### config.mk
export PLATFORM = sky130hd
export DESIGN_NAME = divider_ctrl_flat
export DESIGN_NICKNAME = d
export VERILOG_FILES = /design/src/rtl/divider_ctrl_pkg.sv /design/src/rtl/divider_ctrl_if.sv /design/src/rtl/divider_ctrl_edge_det.sv /design/src/rtl/divider_ctrl.sv /design/src/flat_wrapper.sv
export SDC_FILE = /design/constraint.sdc
export NUM_CORES = 1
export LEC_CHECK = 0
export CORE_AREA = 4 4 128 81
export DETAILED_ROUTE_END_ITERATION = 7
export DIE_AREA = 0 0 132 85
export GPL_ROUTABILITY_DRIVEN = 0
export GPL_TIMING_DRIVEN = 0
export MAX_ROUTING_LAYER = met4
export SLEW_MARGIN = 20
export SYNTH_ARGS = -nofsm -noshare
export SYNTH_HDL_FRONTEND = slang
export SYNTH_SLANG_ARGS = --single-unit
export TNS_END_PERCENT = 20
### constraint.sdc
create_clock -name clk -period 1.4 [get_ports clk]
set_input_delay 0.28 -clock clk [delete_from_list [all_inputs] [get_ports clk]]
set_output_delay 0.28 -clock clk [all_outputs]
set_load 0.1 [all_outputs]
### src/rtl/divider_ctrl_pkg.sv
`default_nettype none
// ============================================================================
// Module : divider_ctrl_pkg
// Brief  : Shared types and helpers for the even-divider sequencer.
// Rev    : 1.0  initial release
// ============================================================================
package divider_ctrl_pkg;

    localparam int DEFAULT_NW = 32;

    typedef enum logic [2:0] {
        IDLE       = 3'd0,
        DRAIN      = 3'd1,
        LOAD       = 3'd2,
        START      = 3'd3,
        LOCK       = 3'd4,
        RUN        = 3'd5,
        STOP_DRAIN = 3'd6
    } state_t;

    // The divider only supports even ratios of two or more.
    function automatic logic is_valid_n(input logic [63:0] n);
        return (n[0] == 1'b0) && (n >= 64'd2);
    endfunction

endpackage
`default_nettype wire

### src/rtl/divider_ctrl_if.sv
`default_nettype none
// ============================================================================
// Module : divider_ctrl_if
// Brief  : Request handshake and divider-side signals of the sequencer.
// Rev    : 1.0  initial release
// ============================================================================
interface divider_ctrl_if #(
    parameter int NW = divider_ctrl_pkg::DEFAULT_NW
);
    logic          req_valid;
    logic          req_ready;
    logic [NW-1:0] req_n;
    logic          stop_req;
    logic          div_out;
    logic          div_enable;
    logic [NW-1:0] div_n;
    logic          locked;
    logic          busy;
    logic          done;
    logic          err;

    modport master (
        output req_valid, req_n, stop_req, div_out,
        input  req_ready, div_enable, div_n, locked, busy, done, err
    );

    modport slave (
        input  req_valid, req_n, stop_req, div_out,
        output req_ready, div_enable, div_n, locked, busy, done, err
    );
endinterface
`default_nettype wire

### src/rtl/divider_ctrl_edge_det.sv
`default_nettype none
// ============================================================================
// Module : div_edge_det
// Brief  : Registers the divider output and flags its rising edges.
// Rev    : 1.0  initial release
// ============================================================================
module div_edge_det (
    input  wire logic clk,
    input  wire logic reset_n,
    input  wire logic din,
    output logic      q,
    output logic      rise
);
    logic r_q;
    logic r_q_d;

    always_ff @(posedge clk) begin
        if (!reset_n) begin
            r_q   <= 1'b0;
            r_q_d <= 1'b0;
        end else begin
            r_q   <= din;
            r_q_d <= r_q;
        end
    end

    assign q    = r_q;
    assign rise = r_q & ~r_q_d;
endmodule
`default_nettype wire

### src/rtl/divider_ctrl.sv
`default_nettype none
// ============================================================================
// Module : divider_ctrl
// Brief  : Sequences ratio changes and stops of the even clock divider.
// Config : define LOCK_TIMEOUT_EN to abort a lock that never arrives.
// Rev    : 1.0  initial release
// ============================================================================
module divider_ctrl
    import divider_ctrl_pkg::*;
#(
    parameter int NW         = DEFAULT_NW,
    parameter int DEFAULT_N  = 2,
    parameter int LOCK_EDGES = 2
) (
    input  wire logic     clk,
    input  wire logic     reset_n,
    divider_ctrl_if.slave bus
);
    localparam int              c_cnt_w     = (LOCK_EDGES > 1) ? $clog2(LOCK_EDGES) : 1;
    localparam logic [c_cnt_w-1:0] c_last_edge = c_cnt_w'(LOCK_EDGES - 1);

    state_t             r_state;
    logic [NW-1:0]      r_pending_n;
    logic [NW-1:0]      r_div_n;
    logic               r_div_enable;
    logic               r_locked;
    logic               r_busy;
    logic               r_done;
    logic               r_err;
    logic [c_cnt_w-1:0] r_lock_cnt;

    logic w_div_out_q;
    logic w_rise;
    logic w_req_ready;
    logic w_xfer;
    logic w_req_ok;
    logic w_timeout;

    div_edge_det u_edge (
        .clk     (clk),
        .reset_n (reset_n),
        .din     (bus.div_out),
        .q       (w_div_out_q),
        .rise    (w_rise)
    );

    // A pending stop takes priority, so the handshake is closed that cycle.
    assign w_req_ready = reset_n && ((r_state == IDLE) || (r_state == RUN)) && !bus.stop_req;
    assign w_xfer      = bus.req_valid && w_req_ready;
    assign w_req_ok    = is_valid_n(64'(bus.req_n));

`ifdef LOCK_TIMEOUT_EN
    logic [NW+1:0] r_to_cnt;
    logic [NW+1:0] w_to_limit;

    assign w_to_limit = (NW+2)'(LOCK_EDGES + 1) * {2'b00, r_div_n};
    assign w_timeout  = (r_to_cnt + (NW+2)'(1)) > w_to_limit;

    always_ff @(posedge clk) begin
        if (!reset_n) begin
            r_to_cnt <= '0;
        end else if (r_state == LOCK) begin
            r_to_cnt <= r_to_cnt + (NW+2)'(1);
        end else begin
            r_to_cnt <= '0;
        end
    end
`else
    assign w_timeout = 1'b0;
`endif

    always_ff @(posedge clk) begin
        if (!reset_n) begin
            r_state      <= IDLE;
            r_pending_n  <= '0;
            r_div_n      <= NW'(DEFAULT_N);
            r_div_enable <= 1'b0;
            r_locked     <= 1'b0;
            r_busy       <= 1'b0;
            r_done       <= 1'b0;
            r_err        <= 1'b0;
            r_lock_cnt   <= '0;
        end else begin
            r_done <= 1'b0;
            r_err  <= 1'b0;
            case (r_state)
                IDLE: begin
                    r_div_enable <= 1'b0;
                    r_locked     <= 1'b0;
                    if (w_xfer) begin
                        if (w_req_ok) begin
                            r_pending_n <= bus.req_n;
                            r_busy      <= 1'b1;
                            r_state     <= LOAD;
                        end else begin
                            r_err <= 1'b1;
                        end
                    end
                end
                RUN: begin
                    r_div_enable <= 1'b1;
                    r_locked     <= 1'b1;
                    if (bus.stop_req) begin
                        r_busy  <= 1'b1;
                        r_state <= STOP_DRAIN;
                    end else if (w_xfer) begin
                        if (w_req_ok) begin
                            r_pending_n <= bus.req_n;
                            r_busy      <= 1'b1;
                            r_locked    <= 1'b0;
                            r_state     <= DRAIN;
                        end else begin
                            r_err <= 1'b1;
                        end
                    end
                end
                DRAIN: begin
                    r_locked <= 1'b0;
                    // Only gate the divider off while its output is low.
                    if (!w_div_out_q) begin
                        r_div_enable <= 1'b0;
                        r_state      <= LOAD;
                    end
                end
                LOAD: begin
                    r_div_enable <= 1'b0;
                    r_div_n      <= r_pending_n;
                    r_state      <= START;
                end
                START: begin
                    r_div_enable <= 1'b1;
                    r_lock_cnt   <= '0;
                    r_state      <= LOCK;
                end
                LOCK: begin
                    if (bus.stop_req) begin
                        r_busy  <= 1'b1;
                        r_state <= STOP_DRAIN;
                    end else if (w_rise && (r_lock_cnt == c_last_edge)) begin
                        r_locked <= 1'b1;
                        r_busy   <= 1'b0;
                        r_done   <= 1'b1;
                        r_state  <= RUN;
                    end else if (w_timeout) begin
                        r_div_enable <= 1'b0;
                        r_locked     <= 1'b0;
                        r_busy       <= 1'b0;
                        r_err        <= 1'b1;
                        r_state      <= IDLE;
                    end else if (w_rise) begin
                        r_lock_cnt <= r_lock_cnt + c_cnt_w'(1);
                    end
                end
                STOP_DRAIN: begin
                    if (!w_div_out_q) begin
                        r_div_enable <= 1'b0;
                        r_locked     <= 1'b0;
                        r_busy       <= 1'b0;
                        r_done       <= 1'b1;
                        r_state      <= IDLE;
                    end
                end
                default: begin
                    r_state <= IDLE;
                end
            endcase
        end
    end

    assign bus.req_ready  = w_req_ready;
    assign bus.div_enable = r_div_enable;
    assign bus.div_n      = r_div_n;
    assign bus.locked     = r_locked;
    assign bus.busy       = r_busy;
    assign bus.done       = r_done;
    assign bus.err        = r_err;
endmodule
`default_nettype wire
### src/flat_wrapper.sv
// flat-port wrapper written by rule: the top's interface ports become plain ports
module divider_ctrl_flat import divider_ctrl_pkg::*;
#(
    parameter int NW         = DEFAULT_NW,
    parameter int DEFAULT_N  = 2,
    parameter int LOCK_EDGES = 2
)
  (clk, reset_n, bus_req_valid, bus_req_n, bus_stop_req, bus_div_out, bus_req_ready, bus_div_enable, bus_div_n, bus_locked, bus_busy, bus_done, bus_err);
  divider_ctrl_if #(.NW(NW)) bus_i ();
  input  wire logic clk;
  input  wire logic reset_n;
  input wire logic [$bits(bus_i.req_valid)-1:0] bus_req_valid;
  input wire logic [$bits(bus_i.req_n)-1:0] bus_req_n;
  input wire logic [$bits(bus_i.stop_req)-1:0] bus_stop_req;
  input wire logic [$bits(bus_i.div_out)-1:0] bus_div_out;
  output wire logic [$bits(bus_i.req_ready)-1:0] bus_req_ready;
  output wire logic [$bits(bus_i.div_enable)-1:0] bus_div_enable;
  output wire logic [$bits(bus_i.div_n)-1:0] bus_div_n;
  output wire logic [$bits(bus_i.locked)-1:0] bus_locked;
  output wire logic [$bits(bus_i.busy)-1:0] bus_busy;
  output wire logic [$bits(bus_i.done)-1:0] bus_done;
  output wire logic [$bits(bus_i.err)-1:0] bus_err;
  assign bus_i.req_valid = bus_req_valid;
  assign bus_i.req_n = bus_req_n;
  assign bus_i.stop_req = bus_stop_req;
  assign bus_i.div_out = bus_div_out;
  assign bus_req_ready = bus_i.req_ready;
  assign bus_div_enable = bus_i.div_enable;
  assign bus_div_n = bus_i.div_n;
  assign bus_locked = bus_i.locked;
  assign bus_busy = bus_i.busy;
  assign bus_done = bus_i.done;
  assign bus_err = bus_i.err;
  divider_ctrl #(.NW(NW), .DEFAULT_N(DEFAULT_N), .LOCK_EDGES(LOCK_EDGES)) u_core (.clk(clk), .reset_n(reset_n), .bus(bus_i));
endmodule
==> qor.txt, run 1 <==
Max Fclk - 653 MHz
CP max FO - 7
drt drc - 0
Placeable Area - 9090 µm²
Max-slew headroom - 67.3%
Syn-to-layout area delta - 42.6%
total power - 0.00517 W
Via density - 4.84
Clock Path Buffers - 2
first-pass GRT wire length - 13800 µm
hold buffer count at cts - 0
Synth Instances - 359
initial antenna violation count - 0
IR drop worst, VDD - 0.593 mV
final non-filler cell area - 4500 µm²
Num CTS Buffers - 9
WL per Instance - 14.6 µm
Yosys warning total - 0
Routed WL - 8390 µm
clock root cell - clkbuf_16
Worst Setup SP - bus_stop_req
# diodes - 0
Setup-failing EPs final - 36
most common cell after layout, fill and taps aside - nand2_1
Reg clk slew, reported paths - 60 ps
crit path max-delay cell type - dlygate4sd2_1
fin crit period - 1530 ps
Min-Delay Path Class - in2reg
# IOs - 75
Post-Synthesis Net Count - 396
Starting Density - 34.8%
CP Capture Type - output port
Post-synth EDFFs - 0
TNS Setup - -2510 ps
fin util - 49.6%
setup ws final - -132 ps
asr flop ratio synth - 0%
status - complete, but fails checks
pwr/cell area - 1150 nW/µm²
Mapped Area - 3160 µm²
Iter 0 DRT Violations - 129
Fin. Hold Viols - 0
failing checks - negative setup slack
leak pwr - 2.08 nW
Total Nets Final - 490
max-cap violations - 0
First-pass DRT Iterations - 4
worst r2r src - u_core.r_state[0]
Detail Route Antenna Nets - 0
Post-synth top flop - dfxtp_1
CP bufs+invs - 2
total global routing track utilization - 16.1%
#FFs+latches synth - 75
cell family with most CP delay - buffers and inverters
layout filler cell count - 897
type of origin of the critical path - input port
clk_skew - 4.31 ps
CTS tree - done
Mapped Avg Cell Area - 8.80 µm²
Post-Place Setup Slack - -1390 ps
DP Area - 4070 µm²
Die H - 85 µm
Vias - 2777
sequential fraction of the synthesis area - 47.5%
slowest stage delay, CP - 350 ps
worst path required time - 1120 ps
DP HPWL - 5990 µm
final slew viol count - 0
most frequent cells in the layout - nand2_1 (98), dfxtp_1 (72), inv_1 (33)
fraction of layout cells with a size suffix above 1 - 30.3%
Die Wd - 132 µm
RSZ-0062 raised after global routing - true
CTS sink cnt - 75
port bufs - 74
Cell variety after synth - 41
number of global-route vias before repair - 2769
clk_lat worst skew - 330 ps
worst slew pin tran - 494 ps
# H-tree levels - 3
largest net degree at the start of global routing - 13
min-delay src - bus_req_n[27]
Final Cycle Share - 109%
WP data arrival - 1250 ps
total gr overflow - 0
Die Area - 11200 µm²
row count - 27
kind of critical path - in2out
Critical Path, Cell by Cell - dlygate4sd2_1 > nor2_2 > and3_4 > buf_12
[through the flow]
stage               hold WS [ps]  cells
floorplan                    407    359
global placement             438    549
detailed placement           443    549
CTS                          194    575
global route                 186    574
finish                       185    574
[worst min-delay path: cells and delay by family]
family                 cells  cell delay (ps)
multiplexers               1               50
buffers and inverters      2              140
[metal layers]
metal	wire [µm]	up-vias	track usage [%]
met5	0	-	-
met4	84	0	4.58
met3	563	11	5.51
met2	3680	92	23.8
met1	4060	1301	21.0
li1	-	1373	-
[final cells by class]
| type | count | area (µm²) | share of cell area, % |
|---|---|---|---|
| clock inverter | 4 | 48.8 | 1.08 |
| multi-input combinational | 227 | 1540 | 34.2 |
| tap | 116 | 145 | 3.22 |
| sequential | 75 | 1510 | 33.5 |
| clock buffer | 12 | 256 | 5.69 |
| inverter | 34 | 130 | 2.89 |
| buffer | 21 | 190 | 4.22 |
| timing repair buffer | 85 | 684 | 15.2 |
[where the power goes]
group / switching [W] / internal, W / leakage, nW
clock network: 0.000863 / 0.00147 / 0.153
registers: 0.0000335 / 0.00219 / 0.609
logic: 0.000372 / 0.000237 / 1.32
total: 0.00127 / 0.00390 / 2.08
[state kept, by name (all words and copies together), names as in the netlist]
signal and count:
u_core.u_edge.r_q_d 1, u_core.bus.busy 1, u_core.bus.err 1, u_core.bus.done 1
u_core.r_pending_n 32, u_core.r_lock_cnt 1, u_core.bus.locked 1, u_core.u_edge.q 1
u_core.bus.div_n 32, u_core.bus.div_enable 1, u_core.r_state 3
[path summary, 6_finish.rpt]
check	to	slack [ps]	cells after the start
worst max-delay path	bus_req_ready	-130	4
worst min-delay path	u_core.r_pending_n[27]	180	3
worst max register to register	u_core.r_pending_n[0]	-60	6
worst min register to register	u_core.bus.div_n[0]	450	2
[repair_timing]
item,4_1_cts,5_1_grt
pin swaps,11,14
buffers inserted,7,2
resized for setup,309,103
endpoints found under the setup margin,109,89
cloned,3,0
[cell usage after synthesis (all sizes together), types with 3 or more instances]
cell type | number | share of area (%)
a21boi | 32 | 7.6
nor2 | 6 | 0.71
nand2 | 98 | 12
nor3 | 3 | 0.48
nor4 | 7 | 2.7
buf | 9 | 2.4
mux2i | 31 | 9.8
clkbuf | 14 | 1.7
o21ai | 5 | 0.79
a21oi | 10 | 1.6
dfxtp | 75 | 48
inv | 34 | 4.0
nor2b | 3 | 0.59
and3 | 5 | 1.0
[logic make-up (layout without fill, tap and decap cells)]
kind of cell / Yosys count / count (layout) / share of synthesized area (%)
simple gates: 134 / 134 / 20.0
flops: 75 / 75 / 47.5
compound gates: 61 / 61 / 14.3
buf+inv: 57 / 156 / 8.08
mux: 31 / 31 / 9.82
xor+xnor: 1 / 1 / 0.277
Power figures use the tool's default switching activity.
==> run 2, diff against run 1 <==
Settings changed: CORE_AREA 4 4 128 81 to 4 4 138 87, DIE_AREA 0 0 132 85 to 0 0 142 91, MAX_ROUTING_LAYER met4 to default.
==> run 2 against run 1 <==
- the flow still finishes with violations (negative setup slack)
- non-clock buffer count grew 6
- fmax shrank 0.44%
- sequential share of layout area shrank 0.72 points
- hold slack lost 0.73 ps
- register-to-register slack lost 70 ps
- wire length grew 2.4%
- core utilization shrank 5.9 points
- cell count grew 5.1%
- clock power grew 7%
- global-route usage shrank 2.5 points
- die area grew 15%
- largest cell class unchanged
- highest routed layer unchanged
==> qor.txt, run 2 (synthesized netlist as in run 1, its figures left out) <==
Critical Path, Cell by Cell - xnor2_2 > and3_4 > buf_12
clk_lat worst skew - 340 ps
Via density - 4.51
slowest stage delay, CP - 360 ps
# IOs - 75
Clock Path Buffers - 2
type of origin of the critical path - register
most frequent cells in the layout - nand2_1 (97), dfxtp_1 (71), inv_1 (33)
pwr/cell area - 1160 nW/µm²
largest net degree at the start of global routing - 14
# H-tree levels - 3
worst r2r src - u_core.r_state[0]
RSZ-0062 raised after global routing - true
drt drc - 0
total global routing track utilization - 13.6%
total gr overflow - 0
Sequential Power Share - 41.6%
IR drop worst, VDD - 0.687 mV
most common cell after layout, fill and taps aside - nand2_1
port bufs - 74
fraction of layout cells with a size suffix above 1 - 31.0%
r2r setup slk - -130 ps
total power - 0.00535 W
DP Area - 4100 µm²
final slew viol count - 0
layout filler cell count - 1030
DP HPWL - 6160 µm
hold buffer count at cts - 0
Die Wd - 142 µm
worst slew pin tran - 491 ps
Post-Place Setup Slack - -1440 ps
clk_skew - 7.75 ps
failing checks - negative setup slack
kind of critical path - reg2out
Switch Pwr - 0.00130 W
WL per Instance - 14.2 µm
initial antenna violation count - 0
Placeable Area - 10600 µm²
Fin. Hold Viols - 0
Detail Route Antenna Nets - 0
CP Capture Type - output port
setup ws final - -139 ps
clock root cell - clkbuf_16
cell family with most CP delay - flip-flops
Setup-failing EPs final - 34
Switching Fraction - 24.4%
Starting Density - 29.9%
Max Fclk - 650 MHz
reg2reg end - u_core.r_pending_n[6]
Worst Setup SP - u_core.r_state[0]
CP bufs+invs - 1
number of global-route vias before repair - 2733
Max-slew headroom - 67.5%
row count - 29
CP max FO - 4
Total Nets Final - 496
Int Power - 0.00404 W
fin crit period - 1540 ps
Comb power frac - 11.6%
crit path max-delay cell type - dfxtp_4
Hold Path Cell Cnt - 3
CTS sink cnt - 75
Routed WL - 8590 µm
Post-Layout Cell Count - 603
final non-filler cell area - 4610 µm²
Setup crit end - bus_req_ready
Placed Instances - 572
Die H - 91 µm
first-pass GRT wire length - 13900 µm
Final Cycle Share - 110%
Iter 0 DRT Violations - 80
WP data arrival - 1260 ps
Syn-to-layout area delta - 45.8%
leak pwr - 2.14 nW
# diodes - 0
Vias - 2719
Clock power frac - 46.8%
worst path required time - 1120 ps
multi-input logic area - 1520 µm²
Reg2Reg Depth - 7
Min-Delay Path Class - in2reg
CTS tree - done
First-pass DRT Iterations - 4
status - complete, but fails checks
Crit path depth - 3
Num CTS Buffers - 9
Reg clk slew, reported paths - 60 ps
Die Area - 12900 µm²
max-cap violations - 0
register area - 1510 µm²
-- run 2: routing by layer --
metal | vias to the layer above | GRT usage, % | part of all wire, %
li1 | 1379 | - | -
met1 | 1269 | 18.8 | 50
met2 | 63 | 19.7 | 42
met5 | - | 0 | 0
met4 | 0 | 3.83 | 1.0
met3 | 8 | 5.30 | 7.2
-- run 2: power groups by stage --
| stage | logic (W) | registers, W | clock network (W) |
|---|---|---|---|
| 2_1_floorplan | 0.000245 | 0.00235 | 0 |
| 3_3_place_gp | 0.000563 | 0.00227 | 0 |
| 3_5_place_dp | 0.000568 | 0.00227 | 0 |
| 4_1_cts | 0.000593 | 0.00222 | 0.00257 |
| 5_1_grt | 0.000665 | 0.00223 | 0.00265 |
| 6_report | 0.000620 | 0.00222 | 0.00250 |
-- run 2: through the flow --
| stage | TNS (ps) | utilization, % | hold WS, ps |
|---|---|---|---|
| after CTS | -6610 | 42.4 | 199 |
| after floorplan | -4900 | - | 407 |
| after detailed placement | -67890 | 38.8 | 447 |
| after global placement | -67240 | 38.8 | 441 |
| after global routing | -4540 | 43.6 | 180 |
| final | -2700 | 43.6 | 184 |
-- run 2: worst reg2reg max path, delay by kind of cell, from the launching register on --
| kind | cells | cell delay [ps] |
|---|---|---|
| compound gates | 1 | 140 |
| xor+xnor | 1 | 140 |
| buf+inv | 3 | 430 |
| flops | 1 | 360 |
| mux | 1 | 110 |
| simple gates | 1 | 240 |
-- run 2: repair_timing --
action                                  4_1_cts  5_1_grt
endpoints found under the setup margin      110       87
pin swaps                                    11       14
gates resized for setup                     305      110
cloned                                        3        1
setup buffers                                 8        8
-- run 2: how the worst min path moves through the flow --
stage | startpoint | end
final | bus_req_n[20] | u_core.r_pending_n[20]
after detailed placement | u_core.r_pending_n[13] | u_core.bus.div_n[13]
after CTS | bus_req_n[29] | u_core.r_pending_n[29]
after global routing | bus_req_n[20] | u_core.r_pending_n[20]
after floorplan | bus_div_out | u_core.u_edge.q
after global placement | u_core.r_pending_n[15] | u_core.bus.div_n[15]
-- run 2: area by class of cell --
| type | count | share of cell area [%] |
|---|---|---|
| tap | 139 | 3.78 |
| buffer | 19 | 3.48 |
| clock buffer | 10 | 5.19 |
| clock inverter | 6 | 1.93 |
| inverter | 34 | 2.77 |
| timing repair buffer | 93 | 17.2 |
| sequential | 75 | 32.8 |
| multi-input combinational | 227 | 32.9 |
==> patch 1: new RTL, flow settings as in run 1 <==
The package constant `DEFAULT_NW` goes from 32 to 48.
--- a/src/rtl/divider_ctrl_pkg.sv
+++ b/src/rtl/divider_ctrl_pkg.sv
@@ -7,5 +7,5 @@
 package divider_ctrl_pkg;
 
-    localparam int DEFAULT_NW = 32;
+    localparam int DEFAULT_NW = 48;
 
     typedef enum logic [2:0] {
Interface: changed (resized bus_div_n and bus_req_n); port bits go from 75 to 107. The function was not compared with the original's and may differ.
==> patch 1 against run 1 <==
- the flow still finishes with violations (setup timing)
- clock skew hardly changed
- worst setup slack worse by 0.23 ns
- non-clock buffer count increased by 45
- cell count increased by 32%
- fmax decreased by 13%
- wire length increased by 44%
- sequential cell count grew 32
- total power grew 27%
- global-route usage increased by 6.5 points
- cell area grew 35%
- area after synthesis rose by 39%
- clock power up 4%
- sequential share of layout area up 1.9 points
==> patch 1: results (changes against run 1) <==
CP arrival 2.00 ns (+0.75 ns); largest net degree at the start of global routing 17 (+4); hpwl dp 8.662 mm (+45%); final-stage net count 689 (+41%); first-pass GRT wire length 19.82 mm (+44%); clk_skew 0.004111 ns (-0.0001987 ns); TritonCTS Buffers 9 (unchanged); Synth Area in XOR/XNOR 0.1994% (-0.078 points); fill count 774 (-14%); Synth cell types 39 (-4.9%); status finished with violations; Setup violations, final 55 (+53%); DRT iter0 DRCs 260 (+100%); Synth Area in Adders 0% (unchanged); failing checks setup timing; Min Hold Slack 0.1714 ns (-0.01326 ns); crit-path max FO 6 (-1); # port buffers 105 (+42%); Leakage 2.649 nW (+27%); Area contributors post-synth dfxtp_1 49%, nand2_1 15%, mux2i_1 11%; most common library cells after synthesis 177 x nand2_1, 107 x dfxtp_1, 49 x a21boi_0; Relative slew margins 60.79% (-6.5 points); worst slack, placed -1.285 ns (+0.1086 ns); Compound-Gate Fraction of Synth Area 12.05% (-2.2 points); via/cell ratio 5.157 (+6.6%); final setup margin -0.3639 ns (-0.2321 ns); Seq/Total Area, Yosys 48.76% (+1.2 points); Pre-antenna DRT Iters 5 (+1); Avg WL per Cell 15.92 um (+8.9%); Global Route Usage Sum 22.64% (+6.5 points)
## patch 1: final cells by class
class / instances / area, um^2 / share of cell area (%)
Sequential cell: 107 / 2151 / 35.41
Multi-Input combinational cell: 344 / 2087 / 34.36
Timing Repair Buffer: 117 / 1071 / 17.64
Clock buffer: 13 / 260.3 / 4.285
Buffer: 34 / 251.5 / 4.141
Tap cell: 116 / 145.1 / 2.390
Inverter: 23 / 86.33 / 1.422
Clock inverter: 3 / 21.27 / 0.3502
## patch 1: worst max path at each step
stage	end	startpoint
6_report	u_core.r_pending_n[0]	u_core.r_state[0]
5_1_grt	u_core.r_pending_n[13]	bus_req_n[7]
4_1_cts	u_core.r_pending_n[20]	bus_req_n[7]
3_5_place_dp	bus_req_ready	bus_stop_req
3_3_place_gp	bus_req_ready	bus_stop_req
2_1_floorplan	u_core.r_pending_n[1]	bus_req_n[7]
## patch 1: routing by layer
metal	track usage, %	up-vias	wire [um]
li1	-	1931	-
met1	31.75	1823	5877
met2	33.58	140	5264
met3	4.384	10	800
met4	5.910	0	108
met5	-	-	0
## patch 1: worst max-delay path, cell delays in order, from the launching register on
cell and delay, ns:
dfxtp_4 0.37, xnor2_1 0.14, and3_4 0.24, nand2_4 0.07, a211o_1 0.28, buf_6 0.15, buf_4 0.13, buf_4 0.11
and3_1 0.16
## patch 1: repair_timing
action	CTS	global route
pin swaps	16	18
setup endpoints to repair	158	115
hold buffers	0	0
gates cloned	2	0
gates resized for setup	372	81
buffers inserted	7	5
## patch 1: metrics by stage
stage	instances	area [um^2]	TNS [ns]	total power [mW]
CTS	755	5939	-21.45	6.578
floorplan	510	4414	-18.85	3.763
global placement	731	5610	-94.75	4.114
global route	757	6073	-20.26	6.792
finish	757	6073	-16.60	6.559
detailed placement	731	5610	-94.56	4.121
## patch 1: cells by family after synthesis
kind of cell / count (synthesis)
multiplexers: 47
flip-flops: 107
AO/OA/AOI/OAI: 74
buffers and inverters: 59
XOR/XNOR: 1
AND/OR/NAND/NOR: 222
## patch 1: power breakdown
part | internal (mW) | total [mW] | switching (mW)
Clock | 1.31 | 2.43 | 1.11
Sequential | 3.12 | 3.16 | 0.0473
Combinational | 0.365 | 0.970 | 0.605
Total | 4.79 | 6.56 | 1.77
==> patch 2: new RTL, config.mk and constraints of run 1 <==
Without the edit above. The 7 states of `state_t` get a one-hot encoding in 7 bits.
--- a/src/rtl/divider_ctrl_pkg.sv
+++ b/src/rtl/divider_ctrl_pkg.sv
@@ -9,12 +9,12 @@
     localparam int DEFAULT_NW = 32;
 
-    typedef enum logic [2:0] {
-        IDLE       = 3'd0,
-        DRAIN      = 3'd1,
-        LOAD       = 3'd2,
-        START      = 3'd3,
-        LOCK       = 3'd4,
-        RUN        = 3'd5,
-        STOP_DRAIN = 3'd6
+    typedef enum logic [6:0] {
+        IDLE       = 7'b0000001,
+        DRAIN      = 7'b0000010,
+        LOAD       = 7'b0000100,
+        START      = 7'b0001000,
+        LOCK       = 7'b0010000,
+        RUN        = 7'b0100000,
+        STOP_DRAIN = 7'b1000000
     } state_t;
 
Check against the original RTL: same outputs for any inputs over 10 cycles, from zero or initial values and one cycle with reset_n low; not proved beyond that.
==> patch 2 against run 1 <==
- the flow still finishes with violations (setup timing)
- via count grew 7.2%
- worst setup slack worse by 0.37 ns
- worst hold slack improved by 0.0098 ns
- cell count rose by 2.8%
- count of clock-buffer cells in the layout shrank 2
- non-clock buffer count increased by 12
- area after synthesis shrank 0.71%
- sequential cell count increased by 4
- cell area is 11% higher
- synthesized cell count is 1.7% higher
- wire length rose by 21%
- critical endpoint is now u_core.r_pending_n[12]
Power is not compared: it rests on default switching activity, and its combinational part moved more than twofold at a synthesized area within 25%.
==> patch 2: results (changes against run 1) <==
met3 wire len 835 um (+48%); Seq/Total Area, Yosys 50.42% (+2.9 points); Avg WL per Cell 17.18 um (+18%); final WL 10.13 mm (+21%); layout cells sized above 1 32.91% (+2.6 points); Critical Setup Path Class input pin to flip-flop; worst hold start bus_req_n[19]; via/cell ratio 5.046 (+4.3%); failing checks setup timing; M1 WL 5.037 mm (+24%); met3 usage 6.102% (+0.59 points); worst hold path endpoint u_core.r_pending_n[19]; status finished with violations; first-pass GRT wire length 15.23 mm (+10%); final setup margin -0.5002 ns (-0.3684 ns); Crit Reg-Reg Startpoint u_core.r_state[2]; largest net degree at the start of global routing 14 (+1); fill count 796 (-11%); hpwl dp 6.708 mm (+12%); worst slack, placed -1.378 ns (+0.01607 ns); syn_nets 402 (+1.5%); clk_skew 0.005512 ns (+0.001202 ns); Relative slew margins 44.71% (-23 points); met2 Use GR 23.53% (-0.23 points); crit path launch bus_req_n[2]; # port buffers 73 (-1.4%); DRT iter0 DRCs 218 (+69%); final-stage net count 506 (+3.3%); Syn Inst Count 365 (+1.7%); CP peak stage delay 0.43 ns (+0.08 ns); vias in the first global route 2799 (+1.1%); Setup violations, final 76 (+110%); Area contributors post-synth dfxtp_1 50%, mux2i_1 9.9%, nand2_1 8.7%; CP arrival 2.10 ns (+0.85 ns)
[patch 2: metrics by stage]
step                instance area, um^2  setup TNS [ns]
global placement                   4034          -95.03
CTS                                4521          -35.67
global route                       4979          -30.10
finish                             4979          -24.76
detailed placement                 4034          -99.86
floorplan                          3158          -23.34
[patch 2: repair_timing]
item / in CTS / in global routing
gates cloned: 3 / 2
gates resized for setup: 272 / 113
setup buffers: 5 / 14
setup endpoints to repair: 114 / 94
pin swaps: 11 / 32
endpoints found under the hold margin: 0 / 0
[patch 2: logic make-up after synthesis]
kind of cell    Yosys count  synth area share, %
mux                      31                9.892
flops                    79                50.42
compound gates           59                10.53
xor+xnor                  5                1.396
buf+inv                  30                4.108
simple gates            161                23.65
[patch 2: area by class of cell]
cell class	instances	area, um^2	share of cell area (%)
Multi-Input combinational cell	256	1724	34.63
Sequential cell	79	1595	32.04
Timing Repair Buffer	97	959.7	19.28
Clock buffer	10	239.0	4.800
Buffer	21	188.9	3.795
Tap cell	116	145.1	2.915
Clock inverter	6	107.6	2.161
Inverter	5	18.77	0.3770
[patch 2: where the power goes]
part / internal [mW] / switching [mW] / total (mW) / leakage, nW
logic: 0.559 / 0.762 / 1.32 / 1.19
registers: 2.33 / 0.0700 / 2.40 / 0.641
clock network: 1.78 / 0.912 / 2.70 / 0.168
total: 4.67 / 1.74 / 6.41 / 2.00
[patch 2: worst max-delay path, delay by kind of cell]
family / cells / cell delay, ns
AND/OR/NAND/NOR: 4 / 0.78
buffers and inverters: 3 / 0.72
multiplexers: 1 / 0.16
AO/OA/AOI/OAI: 1 / 0.13
